[src/rtl/hart_pkg.sv]
// Shared definitions for hart retire consumers: monitor states, dmem byte-mask
// shapes, RISC-V opcodes, and the dmem access legality rule.
package hart_pkg;

  typedef enum logic [1:0] {
    ST_RUN     = 2'b00,
    ST_HALTED  = 2'b01,
    ST_TIMEOUT = 2'b10
  } state_e;

  localparam logic [3:0] MASK_B = 4'b0001;
  localparam logic [3:0] MASK_H = 4'b0011;
  localparam logic [3:0] MASK_W = 4'b1111;

  localparam logic [6:0] OP_LOAD   = 7'b0000011;
  localparam logic [6:0] OP_STORE  = 7'b0100011;
  localparam logic [6:0] OP_BRANCH = 7'b1100011;
  localparam logic [6:0] OP_JAL    = 7'b1101111;
  localparam logic [6:0] OP_JALR   = 7'b1100111;
  localparam logic [6:0] OP_SYSTEM = 7'b1110011;

  // A load or store may touch a naturally aligned byte, halfword or word.
  // An access that is both a load and a store is never legal.
  function automatic logic dmem_access_legal(input logic       ren,
                                             input logic       wen,
                                             input logic [1:0] a,
                                             input logic [3:0] mask);
    logic ok;
    ok = 1'b0;
    if (mask == 4'(MASK_B << a))                 ok = 1'b1;
    if (!a[0] && (mask == 4'(MASK_H << a)))      ok = 1'b1;
    if ((a == 2'd0) && (mask == MASK_W))         ok = 1'b1;
    if (ren && wen)                              ok = 1'b0;
    return ok;
  endfunction

endpackage

[src/rtl/retire_monitor_if.sv]
// Hart retire bus: one retiring instruction per cycle while valid is high.
interface retire_monitor_if;
  logic        valid;
  logic        trap;
  logic        halt;
  logic [31:0] pc;
  logic [31:0] next_pc;
  logic [31:0] dmem_addr;
  logic        dmem_ren;
  logic        dmem_wen;
  logic [3:0]  dmem_mask;

  modport master (
    output valid, trap, halt, pc, next_pc,
    output dmem_addr, dmem_ren, dmem_wen, dmem_mask
  );

  modport slave (
    input valid, trap, halt, pc, next_pc,
    input dmem_addr, dmem_ren, dmem_wen, dmem_mask
  );
endinterface

[src/rtl/sat_counter.sv]
// Up-counter with synchronous reset that holds at all-ones instead of wrapping.
module sat_counter #(
  parameter int unsigned W = 32
) (
  input  logic         i_clk,
  input  logic         i_rst,
  input  logic         i_en,
  output logic [W-1:0] o_cnt
);

  logic [W-1:0] cnt_q;

  always_ff @(posedge i_clk) begin
    if (i_rst) begin
      cnt_q <= '0;
    end else if (i_en && !(&cnt_q)) begin
      cnt_q <= cnt_q + W'(1);
    end
  end

  assign o_cnt = cnt_q;

endmodule

[src/rtl/retire_monitor.sv]
// Retire-stream monitor: run/halt/timeout tracking, event counters, and sticky
// PC-continuity and dmem-mask error flags.
module retire_monitor
  import hart_pkg::*;
#(
  parameter logic [31:0] RESET_ADDR = 32'h0,
  parameter int unsigned CNT_W      = 32,
  parameter int unsigned TIMEOUT    = 40000
) (
  input  logic               i_clk,
  input  logic               i_rst,
  retire_monitor_if.slave    rif,
  output logic [1:0]         o_state,
  output logic               o_done,
  output logic [CNT_W-1:0]   o_cycles,
  output logic [CNT_W-1:0]   o_instret,
  output logic [CNT_W-1:0]   o_loads,
  output logic [CNT_W-1:0]   o_stores,
  output logic [CNT_W-1:0]   o_traps,
  output logic               o_pc_err,
  output logic [31:0]        o_pc_err_pc,
  output logic               o_mask_err
);

  localparam int unsigned CMP_W = (CNT_W > 32) ? CNT_W : 32;

  state_e      state_q;
  logic        done_q;
  logic        pc_err_q;
  logic [31:0] pc_err_pc_q;
  logic [31:0] exp_pc_q;
  logic        mask_err_q;

  logic             run;
  logic             ret;
  logic             pc_bad;
  logic             mask_bad;
  logic             timeout_hit;
  logic [CNT_W-1:0] cyc_next;
  logic             unused_addr_hi;

  assign run         = (state_q == ST_RUN);
  assign ret         = run & rif.valid;
  assign pc_bad      = (rif.pc != exp_pc_q);
  assign mask_bad    = (rif.dmem_ren | rif.dmem_wen) &
                       !dmem_access_legal(rif.dmem_ren, rif.dmem_wen,
                                          rif.dmem_addr[1:0], rif.dmem_mask);
  // Timeout compares against the value the cycle counter is about to take.
  assign cyc_next    = (&o_cycles) ? o_cycles : o_cycles + CNT_W'(1);
  assign timeout_hit = (CMP_W'(cyc_next) == CMP_W'(TIMEOUT));
  assign unused_addr_hi = ^rif.dmem_addr[31:2];

  always_ff @(posedge i_clk) begin
    if (i_rst) begin
      state_q     <= ST_RUN;
      done_q      <= 1'b0;
      pc_err_q    <= 1'b0;
      pc_err_pc_q <= '0;
      exp_pc_q    <= RESET_ADDR;
      mask_err_q  <= 1'b0;
    end else if (run) begin
      if (rif.valid) begin
        exp_pc_q <= rif.next_pc;
        if (pc_bad) begin
          pc_err_q <= 1'b1;
          if (!pc_err_q) pc_err_pc_q <= rif.pc;
        end
        if (mask_bad) mask_err_q <= 1'b1;
      end
      if (ret && rif.halt) begin
        state_q <= ST_HALTED;
        done_q  <= 1'b1;
      end else if (timeout_hit) begin
        state_q <= ST_TIMEOUT;
        done_q  <= 1'b1;
      end
    end
  end

  sat_counter #(.W(CNT_W)) u_cycles (
    .i_clk(i_clk), .i_rst(i_rst), .i_en(run), .o_cnt(o_cycles)
  );
  sat_counter #(.W(CNT_W)) u_instret (
    .i_clk(i_clk), .i_rst(i_rst), .i_en(ret), .o_cnt(o_instret)
  );
  sat_counter #(.W(CNT_W)) u_loads (
    .i_clk(i_clk), .i_rst(i_rst), .i_en(ret & rif.dmem_ren), .o_cnt(o_loads)
  );
  sat_counter #(.W(CNT_W)) u_stores (
    .i_clk(i_clk), .i_rst(i_rst), .i_en(ret & rif.dmem_wen), .o_cnt(o_stores)
  );
  sat_counter #(.W(CNT_W)) u_traps (
    .i_clk(i_clk), .i_rst(i_rst), .i_en(ret & rif.trap), .o_cnt(o_traps)
  );

  assign o_state     = state_q;
  assign o_done      = done_q;
  assign o_pc_err    = pc_err_q;
  assign o_pc_err_pc = pc_err_pc_q;
  assign o_mask_err  = mask_err_q;

endmodule
[src/flat_wrapper.sv]
// flat-port wrapper written by rule: the top's interface ports become plain ports
module retire_monitor_flat import hart_pkg::*;
#(
  parameter logic [31:0] RESET_ADDR = 32'h0,
  parameter int unsigned CNT_W      = 32,
  parameter int unsigned TIMEOUT    = 40000
)
  (i_clk, i_rst, o_state, o_done, o_cycles, o_instret, o_loads, o_stores, o_traps, o_pc_err, o_pc_err_pc, o_mask_err, rif_valid, rif_trap, rif_halt, rif_pc, rif_next_pc, rif_dmem_addr, rif_dmem_ren, rif_dmem_wen, rif_dmem_mask);
  retire_monitor_if rif_i ();
  input  logic i_clk;
  input  logic i_rst;
  output logic [1:0] o_state;
  output logic o_done;
  output logic [CNT_W-1:0] o_cycles;
  output logic [CNT_W-1:0] o_instret;
  output logic [CNT_W-1:0] o_loads;
  output logic [CNT_W-1:0] o_stores;
  output logic [CNT_W-1:0] o_traps;
  output logic o_pc_err;
  output logic [31:0] o_pc_err_pc;
  output logic o_mask_err;
  input wire logic [$bits(rif_i.valid)-1:0] rif_valid;
  input wire logic [$bits(rif_i.trap)-1:0] rif_trap;
  input wire logic [$bits(rif_i.halt)-1:0] rif_halt;
  input wire logic [$bits(rif_i.pc)-1:0] rif_pc;
  input wire logic [$bits(rif_i.next_pc)-1:0] rif_next_pc;
  input wire logic [$bits(rif_i.dmem_addr)-1:0] rif_dmem_addr;
  input wire logic [$bits(rif_i.dmem_ren)-1:0] rif_dmem_ren;
  input wire logic [$bits(rif_i.dmem_wen)-1:0] rif_dmem_wen;
  input wire logic [$bits(rif_i.dmem_mask)-1:0] rif_dmem_mask;
  assign rif_i.valid = rif_valid;
  assign rif_i.trap = rif_trap;
  assign rif_i.halt = rif_halt;
  assign rif_i.pc = rif_pc;
  assign rif_i.next_pc = rif_next_pc;
  assign rif_i.dmem_addr = rif_dmem_addr;
  assign rif_i.dmem_ren = rif_dmem_ren;
  assign rif_i.dmem_wen = rif_dmem_wen;
  assign rif_i.dmem_mask = rif_dmem_mask;
  retire_monitor #(.RESET_ADDR(RESET_ADDR), .CNT_W(CNT_W), .TIMEOUT(TIMEOUT)) u_core (.i_clk(i_clk), .i_rst(i_rst), .rif(rif_i), .o_state(o_state), .o_done(o_done), .o_cycles(o_cycles), .o_instret(o_instret), .o_loads(o_loads), .o_stores(o_stores), .o_traps(o_traps), .o_pc_err(o_pc_err), .o_pc_err_pc(o_pc_err_pc), .o_mask_err(o_mask_err));
endmodule
[config.mk]
export PLATFORM = sky130hd
export DESIGN_NAME = retire_monitor_flat
export DESIGN_NICKNAME = d
export VERILOG_FILES = /design/src/rtl/hart_pkg.sv /design/src/rtl/retire_monitor_if.sv /design/src/rtl/sat_counter.sv /design/src/rtl/retire_monitor.sv /design/src/flat_wrapper.sv
export SDC_FILE = /design/constraint.sdc
export NUM_CORES = 1
export LEC_CHECK = 0
export CAP_MARGIN = 10
export CORE_MARGIN = 1
export CORE_UTILIZATION = 25
export CTS_CLUSTER_SIZE = 8
export DETAILED_ROUTE_END_ITERATION = 10
export PLACE_DENSITY = 0.49
export SYNTH_ARGS = -nofsm -noshare
export SYNTH_HDL_FRONTEND = slang
export SYNTH_SLANG_ARGS = --single-unit
[constraint.sdc]
create_clock -name i_clk -period 5.63 [get_ports i_clk]
set_input_delay 0.8445 -clock i_clk [delete_from_list [all_inputs] [get_ports i_clk]]
set_output_delay 0.8445 -clock i_clk [all_outputs]
set_load 0.01 [all_outputs]
==> results of run 1 <==
## sequential cells by signal, summed over array words and instances, names as in the netlist, 2 cells and up
signal,count
u_core.u_instret.o_cnt,32
u_core.u_stores.o_cnt,32
u_core.u_cycles.o_cnt,32
u_core.o_state,2
u_core.u_traps.o_cnt,32
u_core.u_loads.o_cnt,32
u_core.o_pc_err_pc,32
u_core.exp_pc_q,32
## worst register-to-register path, cell delays in order (launching register included)
cell     delay [ns]
dfxtp_1        0.51
ha_1           0.40
nand4_1        0.30
or4_4          0.61
nor4_1         0.45
xor2_1         0.14
nor4_1         0.46
nand2_1        0.12
o21ai_0        0.19
## final timing paths
path	from	end	slack, ns
worst min register to register	u_core.exp_pc_q[11]$_SDFFE_PP0P_	u_core.exp_pc_q[11]$_SDFFE_PP0P_	0.46
worst max register to register	u_core.u_cycles.o_cnt[1]$_SDFFE_PP0P_	u_core.o_done$_SDFFE_PP0P_	2.37
worst max-delay path	u_core.u_cycles.o_cnt[1]$_SDFFE_PP0P_	u_core.o_done$_SDFFE_PP0P_	2.37
worst min-delay path	u_core.exp_pc_q[11]$_SDFFE_PP0P_	u_core.exp_pc_q[11]$_SDFFE_PP0P_	0.46
## where the power goes
group	internal [W]	total, W	switching, W	leakage (nW)
Clock	0.00120	0.00194	0.000735	0.479
Combinational	0.000149	0.000307	0.000158	2.80
Sequential	0.00166	0.00169	0.0000308	1.86
Total	0.00302	0.00394	0.000924	5.13
## cells by family after synthesis
logic type               synth area share (%)
multiplexers                             3.42
AND/OR/NAND/NOR                          29.6
buffers and inverters                    3.11
AO/OA/AOI/OAI                            6.17
XOR/XNOR                                 14.5
flip-flops                               42.1
adder cells (fa/ha/maj)                  1.04
## Yosys cell counts, drive strengths merged, types with 2 or more instances
master,count,area [µm²]
a2111oi,2,23.8
a211oi,2,15.0
a21o,2,15.0
a21oi,63,319
a31o,2,17.5
a31oi,3,18.8
a41o,2,20.0
and2,11,68.8
and3,21,131
and3b,2,17.5
and4,19,169
buf,11,67.6
clkbuf,53,199
dfxtp,229,4580
ha,9,113
inv,19,71.3
mux2i,36,360
nand2,146,551
nand2b,3,18.8
nand3,66,348
nand4,48,315
nor2,199,747
nor2b,8,50.1
nor3,31,155
nor3b,3,27.5
nor4,52,362
o21ai,27,135
o22ai,3,18.8
or2,4,25.0
or3,22,138
or4,5,45.0
xnor2,87,762
xor2,93,815
## layer usage
layer | wire [µm] | track usage, %
met4 | 834 | 4.80
met3 | 2100 | 4.32
met5 | 17 | 0
met1 | 16100 | 20.4
met2 | 15100 | 23.0
## metrics by stage
step | worst slack (ns) | cell area (µm²) | utilization (%) | hold WS (ns)
floorplan | 2.97 | 10900 | - | 0.448
global placement | 1.94 | 14100 | 32.9 | 0.453
detailed placement | 1.93 | 14100 | 32.9 | 0.458
CTS | 2.43 | 15100 | 35.2 | 0.465
global route | 2.14 | 15100 | 35.2 | 0.479
finish | 2.37 | 15100 | 35.2 | 0.462
## layout make-up
cell class / instances / area, µm²
antenna: 1 / 2.50
sequential: 229 / 4580
timing repair buffer: 278 / 2780
multi-input combinational: 987 / 5970
clock inverter: 2 / 35.0
inverter: 19 / 71.3
fill: 4526 / 27900
clock buffer: 41 / 941
tap: 585 / 732
==> metrics, run 1 <==
Die H 211 µm; Slew Viols, Final 0; Cell Chain, Critical Path ha_1, nand4_1, or4_4, nor4_1, xor2_1, nor4_1, nand2_1, o21ai_0; Synth cell types 62; CTS Sinks 229; P_leak 5.13 nW; FFs w/ async S/R, synth 0%; vias per inst 4.60; CTS tree built; Core Area 43000 µm²; Fin Clk Skew 0.0120 ns; WP data required 6.07 ns; Die X 211 µm; Hold WC Path Type register to register; most common cell after layout, fill and taps aside clkdlybuf4s50_1; Hold Buf Count CTS 0; status finished clean; synth warn 0; fin cells 2142; Total Power 0.00394 W; RD Place Congestion 0.782; critical path class register to register; Remaining Overflow, GRT 0; Setup Fix Bufs, Post-CTS 0; max incr delay on CP 0.60 ns; CTS Buffer Depth 3; Mapped Cells 1299; post-CTS sizing 0; Synthesized Nets 1415; Synth Area per Inst 8.37 µm²; final-stage net count 1666; Hold Path Cell Cnt 2; vias in the first global route 9280; layout cells sized above 1 4.37%; drt total wl 34100 µm; Max Cap Viol 0; clk_lat worst skew 0.52 ns; Top FF cell, synth dfxtp_1; CP arrival 3.70 ns; FP Rows 76; Syn Std Cell Area 10900 µm²; fin crit period 3.26 ns; critical path launch point type register; CP max stage cell or4_4; sequential area share after synthesis 42.1%; initial antenna violation count 2; kind of cell adding the most delay to the critical path simple AND/OR/NAND/NOR gates; RSZ-0062 raised after global routing no; Synth Register Bits 229; Post-synth EDFFs 0; Inst Count DP 2098; die area 44400 µm²; I/O pins 304; clk root buf clkbuf_16; Worst setup EP type register; f_max 307 MHz; critical path depth in cells 8; commonest non-fill, non-tap cells in the layout clkdlybuf4s50_1 (272), dfxtp_1 (229), nor2_1 (198); Final ANT Viol Nets 0; Final Hold Violating Endpoints 0; DRT Pass-1 Iters 5; drc violations 0; setup violators final 0; CP max FO 10; Final Cycle Share 57.8%; Slew @ Worst Pin 1.08 ns; routed len/inst 15.9 µm; detailed placer's ending HPWL 23800 µm; Num CTS Buffers 35; setup_tns 0 ns; Tot GR Track Use 15.1%; PwrDens 260 nW/µm²; port bufs 273; largest net degree at the start of global routing 138; Initial Utilization 25.3%; Worst slew margin 26.8%; VDD IR max 0.178 mV; clk slew on worst S/H paths 0.05 ns; # H-tree levels 2; first-pass GRT wire length 53100 µm; DR vias 9846; P&R area growth vs syn 39.0%; crit-path most repeated cell nor4_1; Worst Path Buf+Inv 0; reg2reg path depth 8; DRT iter0 DRCs 553
No activity file was read; power rests on OpenSTA's default activity.
==> run 2, diff against run 1 <==
--- a/config.mk
+++ b/config.mk
@@ -10,7 +10,7 @@
 export CORE_UTILIZATION = 25
 export CTS_CLUSTER_SIZE = 8
 export DETAILED_ROUTE_END_ITERATION = 10
-export PLACE_DENSITY = 0.49
+export PLACE_DENSITY = 0.51
 export SYNTH_ARGS = -nofsm -noshare
 export SYNTH_HDL_FRONTEND = slang
 export SYNTH_SLANG_ARGS = --single-unit
==> constraint.sdc (replaced) <==
create_clock -name i_clk -period 2.65 [get_ports i_clk]
set_input_delay 0.3975 -clock i_clk [delete_from_list [all_inputs] [get_ports i_clk]]
set_output_delay 0.3975 -clock i_clk [all_outputs]
set_load 0.01 [all_outputs]
==> run 2 against run 1 <==
Effect of this change:
- maximum frequency grew 29%
- non-clock buffer count grew 73
- design area grew 3.9%
- via count grew 2.3%
- clock power grew 110%
- clock-buffer cell count grew 2
- largest cell class unchanged
==> metrics, run 2 (synthesized netlist as in run 1, its figures left out) <==
Power Internal 0.00634 W (+110%); FP Rows 76 (unchanged); CTS Buffer Depth 3 (unchanged); CP arrival 2.97 ns (-0.73 ns); final-stage net count 1739 (+4.4%); fin cells 2217 (+3.5%); PwrDens 532 nW/µm² (+100%); Flop pwr share 42.9% (about the same); setup violators final 0 (unchanged); critical path depth in cells 7 (-1); DRT Pass-1 Iters 5 (unchanged); max incr delay on CP 0.63 ns (+0.03 ns); commonest non-fill, non-tap cells in the layout clkdlybuf4s50_1 (272), dfxtp_1 (229), nor2_1 (198); DRT iter0 DRCs 466 (-16%); clk slew on worst S/H paths 0.05 ns (about the same); internal reg-to-reg setup slack 0.13 ns (-2.24 ns); clk root buf clkbuf_16; CTS tree built; Slew @ Worst Pin 0.847 ns (-0.234 ns); layout cells sized above 1 8.82% (+4.5 points); Switching Fraction 24.2% (+0.74 points); Tot GR Track Use 15.1% (+0.052 points); RR Endpoint u_core.u_instret.o_cnt[31]$_SDFFE_PP0P_; Clk pwr share 48.7% (-0.5 points); FF-to-FF Start u_core.u_instret.o_cnt[9]$_SDFFE_PP0P_; CP max stage cell or4_4; RSZ-0062 raised after global routing no; CTS Sinks 229 (unchanged); detailed placer's ending HPWL 24400 µm (+2.2%); first-pass GRT wire length 53600 µm (+0.91%); Core Area 43000 µm² (unchanged); Worst Path Buf+Inv 0 (unchanged); Max Cap Viol 0 (unchanged); Fin Clk Skew 0.0166 ns (+0.00466 ns); post-CTS sizing 0 (unchanged); Hold Crit Endpoint u_core.u_cycles.o_cnt[8]$_SDFFE_PP0P_; RD Place Congestion 0.805 (+3.0%); Final Cycle Share 95.0% (+37 points); port bufs 273 (unchanged); Cell Chain, Critical Path and4_1, and3_1, and4_4, nand3_4, or4_4, or4_1, a21oi_1; vias per inst 4.54 (-1.2%); hold_sp i_rst; critical path launch point type register; Setup Fix Bufs, Post-CTS 0 (unchanged); Worst setup EP type register; # H-tree levels 2 (unchanged); clk_lat worst skew 0.53 ns (about the same); Logic pwr share 8.4% (+0.6 points); Setup WS post-layout 0.132 ns (-2.24 ns); initial antenna violation count 0 (-2); P_leak 5.52 nW (+7.5%); DR vias 10100 (+2.3%); Hold WC Path Type input port to register; status finished clean; ANT cells 0 (-1); die area 44400 µm² (unchanged); kind of cell adding the most delay to the critical path simple AND/OR/NAND/NOR gates; drt total wl 34000 µm (-0.33%); Slew Viols, Final 0 (unchanged); fin crit period 2.52 ns (-0.737 ns); VDD IR max 0.297 mV (+67%); post-layout util 36.6% (+1.4 points); WP data required 3.10 ns (-2.97 ns); reg2reg path depth 7 (-1); drc violations 0 (unchanged); Num CTS Buffers 35 (unchanged); Final ANT Viol Nets 0 (unchanged); Hold Buf Count CTS 0 (unchanged); most common cell after layout, fill and taps aside clkdlybuf4s50_1; P&R area growth vs syn 44.4%; hold_ws 0.369 ns (-0.0930 ns); Die H 211 µm (unchanged); I/O pins 304 (unchanged); Die X 211 µm (unchanged); Final Hold Violating Endpoints 0 (unchanged); Hold Path Cell Cnt 3 (+1); Worst slew margin 43.3% (+17 points); CP max FO 13 (+3); Switching Power 0.00202 W (+120%); Initial Utilization 25.3% (unchanged); routed len/inst 15.3 µm (-3.7%); Remaining Overflow, GRT 0 (unchanged); critical path class register to register; largest net degree at the start of global routing 124 (-10%); f_max 397 MHz (+29%); vias in the first global route 9668 (+4.2%); Inst Count DP 2171 (+3.5%); Place WS -0.365 ns (-2.29 ns)
run 2: cell types whose count changed in the layout (fill, tap and decap cells not counted), sizes merged:
cell,before,now
clkinv,1,2
bufinv,1,0
clkbuf,41,43
diode,1,0
inv,19,20
buf,6,79
run 2: metrics by stage:
| step | total power (W) | cell area, µm² | TNS, ns |
|---|---|---|---|
| 5_1_grt | 0.00874 | 15700 | 0 |
| 3_5_place_dp | 0.00437 | 14700 | -24.22 |
| 4_1_cts | 0.00855 | 15700 | 0 |
| 3_3_place_gp | 0.00436 | 14700 | -29.84 |
| 6_report | 0.00836 | 15700 | 0 |
| 2_1_floorplan | 0.00398 | 10900 | 0 |
run 2: power by group through the flow:
stage / clock network [W] / logic [W] / registers, W
CTS: 0.00425 / 0.000713 / 0.00359
global placement: 0 / 0.000708 / 0.00365
detailed placement: 0 / 0.000710 / 0.00366
floorplan: 0 / 0.000304 / 0.00368
finish: 0.00407 / 0.000704 / 0.00359
global route: 0.00437 / 0.000772 / 0.00360
run 2: tightest hold or removal path, cell delays in order:
cell and delay, ns:
buf_6 0.11, buf_12 0.21, nor2_1 0.13
run 2: final cells by class:
class | instances | area (µm²)
fillers | 4515 | 27300
multi-input cells | 987 | 5980
flip-flops and latches | 229 | 4580
repair buffers | 351 | 3370
clock buffers | 43 | 937
well taps | 585 | 732
inverters | 19 | 71.3
clock inverters | 3 | 30.0
run 2: layer usage:
layer | global-route usage (%) | routed length, µm
met2 | 23.0 | 15000
met3 | 5.26 | 2460
met1 | 20.1 | 16100
met4 | 4.15 | 534
met5 | 0 | 0
run 2: worst max path at each step:
| stage | to | slack, ns | start |
|---|---|---|---|
| after detailed placement | u_core.u_traps.o_cnt[28]$_SDFFE_PP0P_ | -0.37 | rif_valid |
| after global routing | u_core.u_loads.o_cnt[31]$_SDFFE_PP0P_ | 0.009 | u_core.o_state[1]$_SDFFE_PP0P_ |
| after CTS | u_core.u_instret.o_cnt[31]$_SDFFE_PP0P_ | 0.11 | u_core.u_instret.o_cnt[9]$_SDFFE_PP0P_ |
| after floorplan | u_core.o_state[1]$_SDFFE_PP0P_ | 0.02 | u_core.u_cycles.o_cnt[18]$_SDFFE_PP0P_ |
| after global placement | u_core.u_traps.o_cnt[28]$_SDFFE_PP0P_ | -0.44 | rif_valid |
| final | u_core.u_instret.o_cnt[31]$_SDFFE_PP0P_ | 0.13 | u_core.u_instret.o_cnt[9]$_SDFFE_PP0P_ |
==> run 3, diff against run 2 <==
--- a/config.mk
+++ b/config.mk
@@ -5,12 +5,13 @@
 export SDC_FILE = /design/constraint.sdc
 export NUM_CORES = 1
 export LEC_CHECK = 0
+export ABC_AREA = 1
 export CAP_MARGIN = 10
 export CORE_MARGIN = 1
 export CORE_UTILIZATION = 25
 export CTS_CLUSTER_SIZE = 8
 export DETAILED_ROUTE_END_ITERATION = 10
-export PLACE_DENSITY = 0.51
+export PLACE_DENSITY = 0.5
 export SYNTH_ARGS = -nofsm -noshare
 export SYNTH_HDL_FRONTEND = slang
 export SYNTH_SLANG_ARGS = --single-unit
==> run 3 against run 2 <==
Effect of this change:
- critical path depth up 6
- register-to-register slack better by 0.27 ns
- clock power up 2%
- clock skew down 0.0045 ns
- hold slack better by 0.086 ns
- non-clock buffer count down 51
- sequential share of layout area down 2.2 points
- die area up 15%
- via count up 30%
- highest routed layer unchanged
==> metrics, run 3 <==
Initial Utilization 25.4% (+0.093 points); largest net degree at the start of global routing 116 (-6.5%); DRT Pass-1 Iters 7 (+2); Flop pwr share 41.7% (-1.2 points); clk root buf clkbuf_16; DR vias 13100 (+30%); first-pass GRT wire length 68700 µm (+28%); Top FF cell, synth dfxtp_1; Final Cycle Share 84.7% (-10 points); initial antenna violation count 0 (unchanged); Die H 225 µm (+7.1%); die area 50800 µm² (+15%); Hold Crit Endpoint u_core.o_mask_err$_SDFFE_PP0P_; Mapped Cells 1863 (+43%); Tot GR Track Use 17.2% (+2.1 points); Synth Area per Inst 6.70 µm² (-20%); post-CTS sizing 0 (unchanged); f_max 446 MHz (+12%); Clk pwr share 46.9% (-1.8 points); critical path class register to register; Die X 225 µm (+7.1%); Logic pwr share 11.4% (+3.0 points); Hold Path Cell Cnt 2 (-1); I/O pins 304 (unchanged); P&R area growth vs syn 36.1%; VDD IR max 0.337 mV (+14%); Synth cell types 46 (-26%); Worst slew margin 58.5% (+15 points); most common cell after layout, fill and taps aside nand2_1; top-count cell post-synth nand2_1; clk slew on worst S/H paths 0.05 ns (about the same); Slew Viols, Final 0 (unchanged); routed len/inst 15.9 µm (+3.6%); Hold WC Path Type register to register; sequential area share after synthesis 36.7% (-5.4 points); Synthesized Nets 1979 (+40%); CP max FO 7 (-6); Slew @ Worst Pin 0.622 ns (-0.225 ns); ANT cells 0 (unchanged); vias in the first global route 12400 (+28%); synth warn 0 (unchanged); CTS Sinks 229 (unchanged); internal reg-to-reg setup slack 0.41 ns (+0.27 ns); Num CTS Buffers 35 (unchanged); top-area cell type share of the netlist area 36.7% (-5.4 points); port bufs 273 (unchanged); Place WS 0.113 ns (+0.478 ns); CTS Buffer Depth 3 (unchanged); Setup Fix Bufs, Post-CTS 0 (unchanged); P_leak 5.78 nW (+4.7%); Remaining Overflow, GRT 0 (unchanged); Post-synth EDFFs 0 (unchanged); post-synth top area cell dfxtp_1; RR Endpoint u_core.o_state[1]$_SDFFE_PP0P_; RD Place Congestion 0.920 (+14%); Core Area 49200 µm² (+14%); Final Hold Violating Endpoints 0 (unchanged); commonest non-fill, non-tap cells in the layout nand2_1 (433), clkdlybuf4s50_1 (272), nor2_1 (231); layout cells sized above 1 6.19% (-2.6 points); Hold Buf Count CTS 0 (unchanged); drt total wl 44800 µm (+32%); detailed placer's ending HPWL 33500 µm (+37%); Syn Std Cell Area 12500 µm² (+15%); Setup WS post-layout 0.406 ns (+0.273 ns); reg2reg path depth 13 (+6); setup_tns 0 ns (unchanged); final-stage net count 2257 (+30%); status finished clean; synth cell count leaders nand2_1 (433), nor2_1 (231), dfxtp_1 (229); DRT iter0 DRCs 750 (+61%); Switching Fraction 25.8% (+1.7 points); CP arrival 2.68 ns (-0.29 ns); PwrDens 522 nW/µm² (-2.0%); Power Internal 0.00658 W (+3.7%); vias per inst 4.67 (+2.8%); Worst setup EP type register; setup violators final 0 (unchanged); Final ANT Viol Nets 0 (unchanged); clk_lat worst skew 0.52 ns (about the same); Synth area leaders dfxtp_1 (37%), nand2_1 (13%), nor2_1 (6.9%); FP Rows 81 (+6.6%); critical path launch point type register; # H-tree levels 2 (unchanged); fin crit period 2.24 ns (-0.273 ns); hold_sp u_core.o_mask_err$_SDFFE_PP0P_; Switching Power 0.00229 W (+13%); drc violations 0 (unchanged); Max Cap Viol 0 (unchanged); Fin Clk Skew 0.0121 ns (-0.00452 ns); FF-to-FF Start u_core.u_cycles.o_cnt[0]$_SDFFE_PP0P_; Synth Register Bits 229 (unchanged); WP data required 3.09 ns (about the same); RSZ-0062 raised after global routing no; CTS tree built; FFs w/ async S/R, synth 0% (unchanged)
run 3: worst max-delay path by stage:
| stage | from | to | slack, ns | cells past startpoint |
|---|---|---|---|---|
| floorplan | u_core.u_cycles.o_cnt[1]$_SDFFE_PP0P_ | u_core.u_cycles.o_cnt[16]$_SDFFE_PP0P_ | 0.80 | 11 |
| global placement | rif_valid | u_core.u_traps.o_cnt[5]$_SDFFE_PP0P_ | 0.22 | 8 |
| detailed placement | rif_valid | u_core.u_traps.o_cnt[5]$_SDFFE_PP0P_ | 0.11 | 8 |
| CTS | u_core.u_cycles.o_cnt[0]$_SDFFE_PP0P_ | u_core.o_state[1]$_SDFFE_PP0P_ | 0.40 | 13 |
| global route | u_core.u_instret.o_cnt[0]$_SDFFE_PP0P_ | u_core.u_instret.o_cnt[3]$_SDFFE_PP0P_ | 0.17 | 11 |
| finish | u_core.u_cycles.o_cnt[0]$_SDFFE_PP0P_ | u_core.o_state[1]$_SDFFE_PP0P_ | 0.41 | 13 |
run 3: layout make-up:
cell class | instances | area (µm²)
clock buffer | 46 | 980
fill | 5327 | 32200
inverter | 181 | 681
multi-input combinational | 1394 | 6950
sequential | 229 | 4580
tap | 664 | 831
timing repair buffer | 300 | 2970
run 3: through the flow:
stage | total power, W | utilization, % | area (µm²) | hold slack, ns | instances
floorplan | 0.00428 | - | 12500 | 0.442 | 1863
global placement | 0.00477 | 32.6 | 16000 | 0.445 | 2768
detailed placement | 0.00479 | 32.6 | 16000 | 0.448 | 2768
CTS | 0.00905 | 34.6 | 17000 | 0.456 | 2814
global route | 0.00927 | 34.6 | 17000 | 0.462 | 2814
finish | 0.00887 | 34.6 | 17000 | 0.455 | 2814
run 3: critical path, cell delays in order, from the launching register on:
cell	delay [ns]
dfxtp_1	0.41
ha_1	0.24
nand2_2	0.09
nor2_4	0.23
nand2_2	0.08
nor2_2	0.26
nand2_1	0.09
nand2_1	0.08
nand2_1	0.05
nor2_1	0.20
nand2_1	0.10
nor2_2	0.10
nand4_1	0.10
a21oi_1	0.14
run 3: routing by layer:
layer | track usage, % | share of wire [%] | wire length, µm | vias up
li1 | - | - | - | 6677
met1 | 22.5 | 46 | 20400 | 6050
met2 | 28.0 | 46 | 20800 | 340
met3 | 3.02 | 5.1 | 2290 | 75
met4 | 6.82 | 3.0 | 1320 | 0
met5 | 0 | 0 | 0 | -
run 3: power groups by stage:
stage	sequential, W	combinational, W	clock, W
after floorplan	0.00378	0.000497	0
after global placement	0.00376	0.00100	0
after detailed placement	0.00377	0.00102	0
after CTS	0.00370	0.00102	0.00433
after global routing	0.00371	0.00112	0.00444
final	0.00370	0.00101	0.00416
run 3: kinds of logic after synthesis:
kind of cell    synth area share (%)
buf+inv                         7.61
compound gates                  12.7
fa+ha+maj                      0.902
xor+xnor                        6.31
simple gates                    35.7
flops                           36.7
